===== src/rtl/modport_bridge.sv =====
// Single-entry valid/ready bridge: accepts one request on the follower side and re-issues it on the master side.
// Optional completed-transfer counter enabled by MODPORT_BRIDGE_COUNTER_EN (counter port tied to 0 otherwise).
module modport_bridge #(
  parameter int ADDR_WIDTH = 32,
  parameter int DATA_WIDTH = 16,
  parameter int ID_WIDTH   = 32
) (
  input  logic                  clk,
  input  logic                  rst,
  input  logic                  f_valid,
  output logic                  f_ready,
  input  logic [ADDR_WIDTH-1:0] f_addr,
  input  logic [DATA_WIDTH-1:0] f_data,
  input  logic                  f_write_enable,
  output logic                  m_valid,
  input  logic                  m_ready,
  output logic [ADDR_WIDTH-1:0] m_addr,
  output logic [DATA_WIDTH-1:0] m_data,
  output logic                  m_write_enable,
  output logic [7:0]            data_out,
  output logic [1:0]            state,
  output logic [ID_WIDTH-1:0]   counter
);

  // Handshake: a transfer happens on a posedge where valid && ready are both high.
  // f_ready is only high in STATE_A; m_valid is only high in STATE_B, so m_ready
  // outside STATE_B is ignored.
  typedef enum logic [1:0] {
    STATE_A       = 2'd0,
    STATE_B       = 2'd1,
    STATE_C       = 2'd2,
    STATE_ILLEGAL = 2'd3
  } state_t;

  state_t state_q;

  assign state = state_q;

  always_ff @(posedge clk or negedge rst) begin
    if (!rst) begin
      state_q        <= STATE_A;
      f_ready        <= 1'b0;
      m_valid        <= 1'b0;
      m_addr         <= '0;
      m_data         <= '0;
      m_write_enable <= 1'b0;
      data_out       <= '0;
    end else begin
      case (state_q)
        STATE_A: begin
          if (f_valid && f_ready) begin
            m_addr         <= f_addr;
            m_data         <= f_data;
            m_write_enable <= f_write_enable;
            m_valid        <= 1'b1;
            f_ready        <= 1'b0;
            state_q        <= STATE_B;
            if (f_write_enable) begin
              data_out <= f_data[7:0];
            end
          end else begin
            // f_ready comes out of reset low and rises here on the first edge.
            f_ready <= 1'b1;
          end
        end
        STATE_B: begin
          if (m_ready) begin
            m_valid        <= 1'b0;
            m_write_enable <= 1'b0;
            state_q        <= STATE_C;
          end
        end
        STATE_C: begin
          f_ready <= 1'b1;
          state_q <= STATE_A;
        end
        default: begin
          m_valid <= 1'b0;
          f_ready <= 1'b1;
          state_q <= STATE_A;
        end
      endcase
    end
  end

`ifdef MODPORT_BRIDGE_COUNTER_EN
  logic xfer;

  assign xfer = (state_q == STATE_B) && m_ready;

  always_ff @(posedge clk or negedge rst) begin
    if (!rst) begin
      counter <= '0;
    end else if (xfer) begin
      counter <= counter + ID_WIDTH'(1);
    end
  end
`else
  assign counter = '0;
`endif

endmodule


===== config.mk =====
export PLATFORM = sky130hd
export DESIGN_NAME = modport_bridge
export DESIGN_NICKNAME = d
export VERILOG_FILES = /design/src/rtl/modport_bridge.sv
export SDC_FILE = /design/constraint.sdc
export NUM_CORES = 1
export LEC_CHECK = 0
export ABC_AREA = 1
export BUFFER_PORTS_ARGS = -buffer_cell sky130_fd_sc_hd__buf_2
export CAP_MARGIN = 5
export CORE_UTILIZATION = 47
export CTS_CLUSTER_DIAMETER = 60
export DETAILED_ROUTE_END_ITERATION = 6
export PLACE_DENSITY = 0.85
export SYNTH_ARGS = -nofsm -noshare
export SYNTH_HDL_FRONTEND = slang
export SYNTH_SLANG_ARGS = --single-unit

===== constraint.sdc =====
create_clock -name clk -period 2.4 [get_ports clk]
set_input_delay 0.12 -clock clk [delete_from_list [all_inputs] [get_ports clk]]
set_output_delay 0.12 -clock clk [all_outputs]
set_load 0.02 [all_outputs]

* Word-level counts from Yosys, hierarchy flattened *
Index checks and enable logic that the tools add are counted.

word-level totals
  bits in registers = 61
  input port bits = 53
  output and inout port bits = 93
  logic and storage cells = 30

cells by class
  eq/ne operators = 4
  multiplexer cells = 10
  bitwise gates (word level) = 1
  reduce and logical (&&, ||, !) cells = 8

operators with widths
  operator                                                         number
  3-bit AND reduction                                              3
  1-bit 2-to-1 mux                                                 4
  2-bit 2-to-1 mux                                                 2
  2-bit inequality test, second input constant                     2
  1-bit case mux with 2 select lines                               2
  2-bit case mux with 2 select lines                               1
  2-bit AND reduction                                              2
  1-bit case mux with 3 select lines                               1
  2-bit by 1-bit == test with 1-bit output, second input constant  1
  2-bit == test, second input constant                             1
  2-bit logical NOT                                                1
  2-bit nonzero test                                               1
  1-bit logical AND                                                1
  1-bit NOT                                                        1

* Logic depth before layout (Yosys ltp) *
  depth after elaboration = 3
  gate-level depth with buffers = 8
  mapped depth without buffers = 6

* Worst setup path after synthesis *
OpenSTA, ideal clock, no wires.

  path type = reg-to-reg
  from = register state_q[0], in the netlist state[0]
  to = register m_addr[0]
  setup time = 0.066 ns
  data arrival time = 1.235 ns
  required time = 2.334 ns
  slack = 1.099 ns
  stages on the path, launching flop included = 8
  path buffers = 2
  clock period less this slack = 1.301 ns
  path through = dfrtp_1 nor2_4 nand2_2 inv_2 buf_6 buf_6 nand2_1 nand2_1

between the ends
  longest elaborated chain between the ends = 2

ends and longest elaborated chain
  element                               line  RTL
  start: declaration                    35    state_t state_q;
  start signal: assignment              41    state_q <= STATE_A;
  start signal: assignment              57    state_q <= STATE_B;
  start signal: assignment              70    state_q <= STATE_C;
  2-bit logical NOT                     49    case (state_q)
  2-bit AND reduction (no source line)  --
  end signal: assignment                52    m_addr <= f_addr;
  end: declaration                      17    output logic [ADDR_WIDTH-1:0] m_addr,

No other way between the ends.
A chain may end at the register's enable or synchronous reset.

* Worst setup path in the final report *
  from = register state_q[0], in the netlist state[0]
  to = register m_addr[18]

Same word-level chain as after synthesis.

==> metrics <==
Post-CTS Hold Fix Bufs 36; global route overflow 0; period utilization 0.706; Total Negative Setup Slacks 0 ns; Hold Worst Slack 0.00425 ns; full die area 5750 µm²; worst hold stages 3; power density cells 1290 nW/µm²; top post-synthesis cells by area dfrtp_1 60%, nand2_1 24%, buf_4 9.4%; required time worst endpoint 2.66 ns; fin cells 517; H-tree depth 3; First-pass DRT Iterations 4; RSZ-0062 raised after global routing false; Yosys top cell area share 0.596; GPL Wtd Cong 0.743; Clock Pin Slew Worst Setup and Hold Paths 0.07 ns; Area Overhead vs Synth 39.3%; Num CTS Buffers 9; initial core utilization 0.495; flops & latches, synth 61; cell count after synthesis 292; initial antenna violation count 0; worst hold start f_data[8]; Clock Path Buffers 2; type of destination of the critical path register; crit path max fanout 49; WP data arrival 1.95 ns; Tightest Hold Check Type input pin to register; post-synth top area cell dfrtp_1; peak supply drop 0.681 mV; Die X 75.8 µm; Ys Warns 0; Slew @ Worst Pin 0.782 ns; Final setup viols 0; Total GRT Usage 0.232; CTS tree done; post-CTS sizing 0; CP Class register to register; Wirelength per Cell 12.1 µm; Core ar. 5170 µm²; fillers 423; Clock Latency Late Sink 0.32 ns; first-pass GRT wire length 9800 µm; dpl cells 466; Slew HR 0.478; vias per cell 4.61; Reg2Reg Depth 5; # diodes 0; R2R Setup Slk 0.71 ns; DP HPWL 3820 µm; largest net degree at the start of global routing 52; Avg Synthesized Cell Area 8.77 µm²; FF-to-FF End m_addr[18]; ANT nets after route 0; Worst Setup Start Kind register; minimum clock period 1.69 ns; vias 2381; row count 26; register area share after synthesis 0.596; Post-CTS Setup Repair Bufs 0; Nets 496; number of global-route vias before repair 2252; distinct cell type count after synthesis 15; hold worst-path end m_data[8]; Sequential Area 1530 µm²; Num Clock Sinks 61; final hold violation count 0; I/O pin count 146; initial drt markers 72; Synth Cell Area 2560 µm²; area of the multi-input gates 835 µm²; IO buf count 113; status finished, final reports clean; layout cells sized above 1 0.293; DRT Wirelength 6230 µm; P_leak 0.00212 µW; DR DRC count 0; Layout Skew 0.00869 ns; max cap viols 0; max-slew violation count 0; Root Driver clkbuf_8; fmax 590 MHz; Die Y 75.8 µm; FF-to-FF Start state[0]
worst max-delay path: stages (launching register included):
cell and delay, ns:
dfrtp_1 0.44, nor2_4 0.26, nand2_2 0.09, inv_2 0.56
nand2_1 0.13, nand2_1 0.11
cell usage after synthesis:
master	number
nand2_1	166
inv_2	1
dfrtp_1	61
nor2_4	1
o21ai_0	2
inv_1	4
buf_6	2
conb_1	1
buf_2	4
buf_4	32
clkbuf_1	4
nor2_2	1
nor2_1	2
nand2_2	1
nand3_1	10
per-layer routing:
layer | GRT usage | wire length (µm)
met1 | 0.271 | 2560
met2 | 0.401 | 3120
met3 | 0.0556 | 426
met4 | 0.113 | 128
met5 | 0 | 0
kinds of logic (layout without fill, tap and decap cells):
logic type             count (synthesis)  after routing  share of synthesized area
AO/OA/AOI/OAI                          2              2                    0.00391
buffers and inverters                 47            171                      0.124
flip-flops                            61             61                      0.596
other                                  1             32                    0.00146
AND/OR/NAND/NOR                      181            181                      0.275
sequential cells by signal, indices dropped and copies added (netlist names):
name,flops
m_data,16
state,2
m_valid,1
m_write_enable,1
data_out,8
m_addr,32
f_ready,1
final cells by class:
type	count	share of cell area
Clock inverter	2	0.00281
Inverter	5	0.00526
Timing Repair Buffer	151	0.264
Tap cell	70	0.0246
Clock buffer	13	0.0417
Multi-Input combinational cell	215	0.234
Sequential cell	61	0.428
power by group:
part | switching, µW | internal, µW | total [µW] | leakage (µW)
Clock | 362 | 395 | 757 | 0.0000833
Combinational | 1390 | 656 | 2050 | 0.00128
Sequential | 286 | 1510 | 1800 | 0.000756
worst max-delay path by stage:
stage | from | end | depth (start not counted)
6_report | state[0] | m_addr[18] | 5
5_1_grt | state[0] | m_data[6] | 5
4_1_cts | state[0] | m_addr[18] | 5
3_5_place_dp | state[0] | m_addr[14] | 5
3_3_place_gp | state[0] | m_addr[13] | 5
2_1_floorplan | state[0] | m_addr[0] | 7
stage by stage:
stage / instance area [µm²] / util / power [µW] / setup WS, ns
5_1_grt: 3570 / 0.690 / 4930 / 0.538
3_3_place_gp: 3050 / 0.589 / 3720 / 0.819
2_1_floorplan: 2680 / - / 3130 / 1.10
3_5_place_dp: 3050 / 0.589 / 3790 / 0.728
6_report: 3570 / 0.690 / 4600 / 0.705
4_1_cts: 3570 / 0.690 / 4600 / 0.725
placed cells by master (no fill, tap or decap):
cell type	instances
inv_2	1
nand2_1	166
nor2_4	1
dfrtp_1	61
buf_4	2
nor2_1	2
nor2_2	1
clkbuf_8	10
nand3_1	10
dlygate4sd3_1	36
inv_1	4
clkinv_2	2
buf_2	113
conb_1	32
nand2_2	1
o21ai_0	2
clkbuf_1	3
Power figures use the tool's default switching activity.
